--- config.mk ---
export PLATFORM = sky130hd
export DESIGN_NAME = jpeg_bitstream_unpacker
export DESIGN_NICKNAME = d
export VERILOG_FILES = /design/src/rtl/jpeg_bitstream_unpacker.sv
export SDC_FILE = /design/constraint.sdc
export NUM_CORES = 1
export LEC_CHECK = 0
export CAP_MARGIN = 20
export CORE_MARGIN = 5
export CORE_UTILIZATION = 62
export CTS_CLUSTER_DIAMETER = 50
export DETAILED_ROUTE_END_ITERATION = 6
export PLACE_DENSITY = 0.88
export SYNTH_ARGS = -nofsm -noshare
export SYNTH_HDL_FRONTEND = slang
export SYNTH_SLANG_ARGS = --single-unit
--- constraint.sdc ---
create_clock -name clk -period 6.4 [get_ports clk]
set_input_delay 1.28 -clock clk [delete_from_list [all_inputs] [get_ports clk]]
set_output_delay 1.28 -clock clk [all_outputs]
set_load 0.005 [all_outputs]
--- src/rtl/jpeg_bitstream_unpacker.sv ---
// jpeg_bitstream_unpacker
// Decode-side front end of the JPEG entropy path. It takes compressed bytes, removes the
// 0x00 stuffed after 0xFF, skips 0xFF fill bytes and stops on a marker. It presents an
// MSB-first bit window from which the Huffman decoder peeks and consumes 1..MAX_GET bits.
//
// Ports:
//   clk, rst_n      clock and asynchronous active-low reset
//   s_data_i/s_valid_i/s_ready_o
//                   byte input with valid/ready handshake
//   get_len_i       bits requested (legal 1..MAX_GET)
//   get_req_i       consume get_len_i bits when bits_valid_o is high
//   bits_out_o      top get_len_i bits of the window, right-aligned
//   bits_valid_o    enough bits buffered for a legal request
//   align_req_i     drop bits up to the next byte boundary
//   bit_count_o     valid bits held in the accumulator
//   marker_found_o  marker detected; input is stalled
//   marker_code_o   second byte of the last marker
//   marker_clear_i  acknowledge the marker and resync (flushes the accumulator)
module jpeg_bitstream_unpacker #(
  parameter int unsigned ACC_W   = 32,
  parameter int unsigned MAX_GET = 16
) (
  input  logic        clk,
  input  logic        rst_n,
  input  logic [7:0]  s_data_i,
  input  logic        s_valid_i,
  output logic        s_ready_o,
  input  logic [4:0]  get_len_i,
  input  logic        get_req_i,
  output logic [15:0] bits_out_o,
  output logic        bits_valid_o,
  input  logic        align_req_i,
  output logic [5:0]  bit_count_o,
  output logic        marker_found_o,
  output logic [7:0]  marker_code_o,
  input  logic        marker_clear_i
);

  localparam logic [5:0] AccW     = 6'(ACC_W);
  localparam logic [5:0] MaxGet   = 6'(MAX_GET);
  localparam logic [5:0] ReadyMax = 6'(ACC_W - 8);

  typedef enum logic [1:0] {StData, StFfSeen, StMarker} state_e;

  state_e           state_q, state_d;
  logic [ACC_W-1:0] acc_q, acc_d;
  logic [5:0]       cnt_q, cnt_d;
  logic             found_q, found_d;
  logic [7:0]       code_q, code_d;

  logic [5:0]       len;
  logic [5:0]       win_len;
  logic [ACC_W-1:0] window;
  logic             accept;
  logic             consume;
  logic             append;
  logic [7:0]       append_byte;
  logic [ACC_W-1:0] acc_mid;
  logic [5:0]       cnt_mid;

  assign len     = {1'b0, get_len_i};
  assign win_len = (len > MaxGet) ? MaxGet : len;

  // Valid bits sit MSB-aligned in acc_q and everything below them is kept zero.
  assign s_ready_o    = rst_n && (state_q != StMarker) && (cnt_q <= ReadyMax);
  assign accept       = s_valid_i && s_ready_o;
  assign bits_valid_o = (len != 6'd0) && (len <= MaxGet) && (cnt_q >= len) && !align_req_i;
  assign consume      = get_req_i && bits_valid_o;

  // A shift by the full width yields zero, which covers win_len == 0.
  assign window      = acc_q >> (AccW - win_len);
  assign bits_out_o  = window[15:0];

  assign bit_count_o    = cnt_q;
  assign marker_found_o = found_q;
  assign marker_code_o  = code_q;

  always_comb begin
    state_d     = state_q;
    found_d     = found_q;
    code_d      = code_q;
    append      = 1'b0;
    append_byte = s_data_i;
    case (state_q)
      StData: begin
        if (accept) begin
          if (s_data_i == 8'hFF) state_d = StFfSeen;
          else                   append  = 1'b1;
        end
      end
      StFfSeen: begin
        if (accept) begin
          if (s_data_i == 8'h00) begin
            append      = 1'b1;
            append_byte = 8'hFF;
            state_d     = StData;
          end else if (s_data_i != 8'hFF) begin
            code_d  = s_data_i;
            found_d = 1'b1;
            state_d = StMarker;
          end
        end
      end
      StMarker: begin
        if (marker_clear_i) begin
          found_d = 1'b0;
          state_d = StData;
        end
      end
      default: state_d = StData;
    endcase
  end

  always_comb begin
    acc_mid = acc_q;
    cnt_mid = cnt_q;
    // The partial byte is at the front of the window, so align shifts it out.
    if (align_req_i) begin
      acc_mid = acc_q << cnt_q[2:0];
      cnt_mid = {cnt_q[5:3], 3'b000};
    end else if (consume) begin
      acc_mid = acc_q << len;
      cnt_mid = cnt_q - len;
    end
    acc_d = acc_mid;
    cnt_d = cnt_mid;
    // New byte lands directly after the bits that survive this cycle.
    if (append) begin
      acc_d = acc_mid | ({append_byte, {(ACC_W-8){1'b0}}} >> cnt_mid);
      cnt_d = cnt_mid + 6'd8;
    end
    if ((state_q == StMarker) && marker_clear_i) begin
      acc_d = '0;
      cnt_d = '0;
    end
  end

  always_ff @(posedge clk or negedge rst_n) begin
    if (!rst_n) begin
      state_q <= StData;
      acc_q   <= '0;
      cnt_q   <= '0;
      found_q <= 1'b0;
      code_q  <= 8'h00;
    end else begin
      state_q <= state_d;
      acc_q   <= acc_d;
      cnt_q   <= cnt_d;
      found_q <= found_d;
      code_q  <= code_d;
    end
  end

endmodule

=== After elaboration in Yosys (flattened, before gate mapping) ===
Cells that the tools add are included.

* Register bits after elaboration: 49
* Bits of input ports: 19
* Word-level logic and storage cells: 75
* Output and inout port bits: 33

* Multiplexer cells: 29
* Shift operators: 4
* Equal/unequal tests: 12
* Reduce and logical (&&, ||, !) cells: 16
* Bitwise logic cells: 2
* $add $sub $neg: 3
* Magnitude comparators: 4

{| class="wikitable"
|+ Operators with widths
! operator !! count
|-
| two-way mux 32 bit || 4
|-
| OR 32 bit || 1
|-
| << shifter 32 x 3 -> 32 bit || 1
|-
| << shifter 32 x 5 -> 32 bit || 1
|-
| right shift 32 x 6 -> 16 bit || 1
|-
| right shift 32 x 6 -> 32 bit || 1
|-
| two-way mux 6 bit || 4
|-
| two-way mux 8 bit || 3
|-
| != test 2 bit, second input constant || 7
|-
| two-way mux 2 bit || 6
|-
| AND reduction 5 bit || 2
|-
| equality test 8 bit, second input constant || 1
|-
| logical AND 1 bit || 8
|-
| logical NOT 8 bit || 1
|-
| two-way mux 1 bit || 8
|-
| != test 8 bit, second input constant || 1
|-
| adder 6 x 4 -> 6 bit, second input constant || 1
|-
| greater-or-equal comparator 6 x 5 -> 1 bit || 1
|-
| less-or-equal comparator 6 x 5 -> 1 bit, second input constant || 1
|-
| case mux 2 bit (3 select lines) || 1
|-
| nonzero test 6 bit || 1
|-
| subtractor 6 x 5 -> 6 bit || 1
|-
| subtractor 6 x 5 -> 6 bit, first input constant || 1
|-
| > comparator 5 bit, second input constant || 1
|-
| 11 further kinds || 12
|}

=== Logic depth before layout (Yosys ltp) ===
* Depth in word-level cells: 11
* Mapped depth: 17
* Depth with buffers taken out: 13

=== Least setup slack after synthesis ===
No wires, ideal clock.

* Path kind: input to output
* Start: in get_len_i[1]
* End: out bits_out_o[5]
* Path buffers: 5
* Slack: 0.703 ns
* Data arrival time: 4.417 ns
* Stages: 15
* Data required time: 5.120 ns
* Path through: clkbuf_1 -> clkbuf_1 -> buf_1 -> nor2_1 -> nand2_1 -> ha_1 -> nand2b_1 -> ha_1 -> clkbuf_1 -> clkbuf_1 -> mux2i_1 -> mux2i_1 -> a211oi_1 -> a21oi_1 -> nor2_1

* Longest elaborated chain between the ends: 4

{| class="wikitable"
|+ RTL lines
! what !! RTL line !! source
|-
| from (decl) || 28 || <nowiki>input logic [4:0] get_len_i,</nowiki>
|-
| > comparator 5 bit || 62 || <nowiki>assign win_len = (len > MaxGet) ? MaxGet : len;</nowiki>
|-
| two-way mux 5 bit * || 62 ||
|-
| subtractor 6 x 5 -> 6 bit * || 71 || <nowiki>assign window = acc_q >> (AccW - win_len);</nowiki>
|-
| right shift 32 x 6 -> 16 bit * || 71 ||
|-
| to (decl) || 30 || <nowiki>output logic [15:0] bits_out_o,</nowiki>
|}

Mark *: on every way between the ends. The rest lies on a longest branch, timed or not.

=== Worst setup path in the final report ===
* Start: in get_len_i[1]
* End: out bits_out_o[7]

Same word-level chain as after synthesis.

==> results.txt <==
- Status: finished, final reports clean
- In the final design database the tool counted about 1,100 nets.
- Crit path buf inv count: 3
* Final WL: between 20,000 and 30,000 µm
- Critical path data required time: just over 5 ns
* Unrepaired setup endpoints after global routing: false
- Number of port buffers: 51
* Sort of element at the end of the critical path: output pin
- Final standard cell count with taps included and fillers excluded: roughly 1,200
* Prevailing post-synth register cell: dfrtp_1
- After detailed routing, the number of remaining DRC violations is 0.
* Remaining global-route overflow: 0
- Distinct cell type count of the synthesized netlist: 69
- Total track usage: around a third
* Worst Path Class, Setup: in2out
- Synthesis Warnings: 0
* Average instance area after synthesis: between 7 and 8 µm²
- Buffers added to address setup during post-CTS repair amount to 0.
- Dividing total power by cell area gives a power density of 375 mW/mm².
- Final critical-path required period: between 6 and 7 ns
- CP Launch Type: input port
* Worst ir drop on vdd: between 0.2 and 0.3 mV
* Number of register bits inferred by synthesis: slightly below 50
* CTS max path bufs: 2
- Kind of cell adding the most delay to the critical path: buffers and inverters
* Core ar.: about 0.012 mm²
- The critical path goes through clkdlybuf4s50_1 -> nor2_1 -> nand2_1 -> ha_1 -> nand2b_1 -> ha_1 -> buf_12 -> mux2i_1 -> mux2i_1 -> a211oi_1 -> a21oi_1 -> nor2_1 -> clkdlybuf4s50_1.
- Clk Latency, worst-skew pair: a little under 0.3 ns
- The die covers 0.0149 mm².
- Post-synth EDFFs: 0
- The tree built by TritonCTS fans out to just under 50 sinks.
- At the end of routability-driven placement, the weighted congestion stood at about 1.0.
- Number of vias per cell after detailed routing: about 7.2
- Synth Cell Area: 0.00776 mm²
- Routed WL per cell: between 20 and 25 µm
- After synthesis, flip-flops and latches occupy between 10% and 20% of the total area.
- Clock-pin slew was measured on the worst setup and hold paths at ~0.06 ns.
- Die height: approximately 120 µm
* Fin. max-slew vios: 0
- Area contributors post-synth: mux2i_1 (17%), dfrtp_1 (16%), mux4_2 (7.8%)
- Worst-Margin Slew: ~1.1 ns
* Boundary pin count: between 50 and 60
* Fmax: around 160 MHz
* Data arrival at the endpoint of the critical path: 4.81 ns
- Synthesis produced 1,040 cells.
- Post-CTS Resized: 0
- Entering global routing, the biggest net connects 63 pins.
* Initial standard-cell utilization of the core: between 60 and 70%
- In the final timing run, aggregate negative setup slack is 0 ns.
- The floorplan step set the die width to between 100 and 150 µm.
- Post-synthesis async set-or-reset flop share: 100%
- Row generation in the floorplan step produced 40 rows.
- Leakage power figure: between 3 and 4 nW
- Slowest CP cell: ha_1
- The tool flagged a number of max-cap violations equal to 0.
* Placed cell count: about 1,200
- Along the worst path, the maximum fanout reaches 19.
* Most common library cell in the layout ignoring fill and taps: nand2_1
* Iteration-0 DRC count of the detailed router: between 1,500 and 2,000
- The routed layout has around 8,700 vias.
- Of the available clock period, the critical path in the final layout requires between 90% and 100%.
- Hold-fix buffer count after cts: 0
* Diodes inserted: 0
* Share of cells above drive strength 1: 12.1%
- In this run the number of H-tree levels came out at 2.
* Most area-hungry cell type in the Yosys netlist: mux2i_1
* Wire length of the first global-routing pass: about 41,000 µm
* Final number of hold-violating endpoints: 0
- Total half-perimeter wirelength after legalization and detailed placement: ~19,000 µm
* Antenna violations before repair: 0
* Cts bufs inserted: 5
* Commonest non-fill, non-tap cells in the layout: nand2_1 (158), mux2i_1 (134), nor2_1 (94)
* Net count after synthesis: 1,068
- The largest single stage delay on the critical path is around 0.75 ns.
- The via count of the first global-routing pass came to between 7,000 and 8,000.
* Root cell of the clock tree: clkbuf_16
- Before antenna repair, the detailed router went through 6 iterations.
- Synth-to-layout area growth: 9.27%
- Headroom to the max-slew limit came out at 29.8%.
* Antenna violation net count after detailed routing: 0
- TritonCTS built the clock tree.
- Number of setup violations in the final report: 0
- The worst hold path belongs to the class reg2reg.
- Between clock sinks in the finished design, the worst skew comes to ~0.0064 ns.
- Proportion of netlist area held by the largest area contributor: between 10% and 20%
## where the power goes
part / leakage, nW / internal, W / switching [W]
Combinational: 2.83 / 0.000966 / 0.00122
Clock: 0.0621 / 0.000145 / 0.000117
Sequential: 0.597 / 0.000418 / 0.000311
Total: 3.49 / 0.00153 / 0.00165
## cells in the mapped netlist, types with 3 or more instances
| master | number |
|---|---|
| nand2_1 | 158 |
| mux2i_1 | 134 |
| nor2_1 | 94 |
| a21oi_1 | 84 |
| clkbuf_1 | 70 |
| o21ai_0 | 70 |
| dfrtp_1 | 49 |
| mux2_2 | 35 |
| nand3_1 | 28 |
| mux4_2 | 27 |
| a211oi_1 | 25 |
| nor3_1 | 25 |
| o211ai_1 | 23 |
| o22ai_1 | 18 |
| buf_2 | 17 |
| a31oi_1 | 15 |
| inv_1 | 13 |
| a221oi_1 | 9 |
| and3_1 | 9 |
| a21o_1 | 8 |
| and2_1 | 8 |
| buf_1 | 8 |
| ha_1 | 8 |
| nor2b_1 | 7 |
| o311ai_0 | 7 |
| o21a_1 | 6 |
| nand2b_1 | 5 |
| o221ai_1 | 5 |
| o31ai_1 | 5 |
| nand4_1 | 4 |
| or2_2 | 4 |
| clkbuf_2 | 3 |
| clkinv_1 | 3 |
| nand3b_1 | 3 |
| o211a_1 | 3 |
| o21ai_1 | 3 |
| xnor2_1 | 3 |
## worst paths after layout
path / from / depth (start not counted) / slack [ns] / end
min in group asynchronous: rst_n / 2 / 1.15 / bit_count_o[1]$_DFF_PN0_
max reg2reg: bit_count_o[0]$_DFF_PN0_ / 12 / 2.69 / acc_q[1]$_DFF_PN0_
max in group asynchronous: rst_n / 2 / 4.80 / marker_code_o[7]$_DFFE_PN0P_
min: marker_found_o$_DFFE_PN0P_ / 1 / 0.50 / marker_found_o$_DFFE_PN0P_
min reg2reg: marker_found_o$_DFFE_PN0P_ / 1 / 0.50 / marker_found_o$_DFFE_PN0P_
max: get_len_i[1] / 13 / 0.31 / bits_out_o[7]
## cells by family after synthesis
| kind of cell | share of synthesized area (%) |
|---|---|
| simple gates | 20.5 |
| compound gates | 25.4 |
| mux | 30.2 |
| buf+inv | 5.93 |
| flops | 15.8 |
| fa+ha+maj | 1.55 |
| xor+xnor | 0.564 |
## state kept, by name, indices dropped and copies added (netlist names)
signal and flops:
state_q 2, bit_count_o 6, marker_found_o 1, marker_code_o 8
acc_q 32
## routing by layer
metal,share of wire [%],global-route usage (%),vias to the layer above
met5,0,0,-
met4,6.0,18.9,0
met3,11,5.34,143
met2,45,53.9,698
met1,38,44.8,3996
li1,-,-,3840
## through the flow
step / utilization, % / setup WS, ns / hold WS [ns] / total power (W) / area (µm²)
floorplan: - / 0.703 / 0.474 / 0.00217 / 7760
global placement: 68.5 / 0.486 / 0.473 / 0.00279 / 8330
detailed placement: 68.5 / 0.354 / 0.482 / 0.00283 / 8330
CTS: 69.7 / 0.346 / 0.502 / 0.00310 / 8480
global route: 69.7 / 0.0897 / 0.516 / 0.00337 / 8480
finish: 69.7 / 0.306 / 0.496 / 0.00318 / 8480
## cell type report
cell class	instances	area [µm²]
multi-input cells	876	6100
fillers	1002	3680
flip-flops and latches	49	1230
repair buffers	80	738
well taps	168	210
clock buffers	5	125
inverters	16	60.1
clock inverters	3	22.5
No activity file was read; power rests on OpenSTA's default activity.
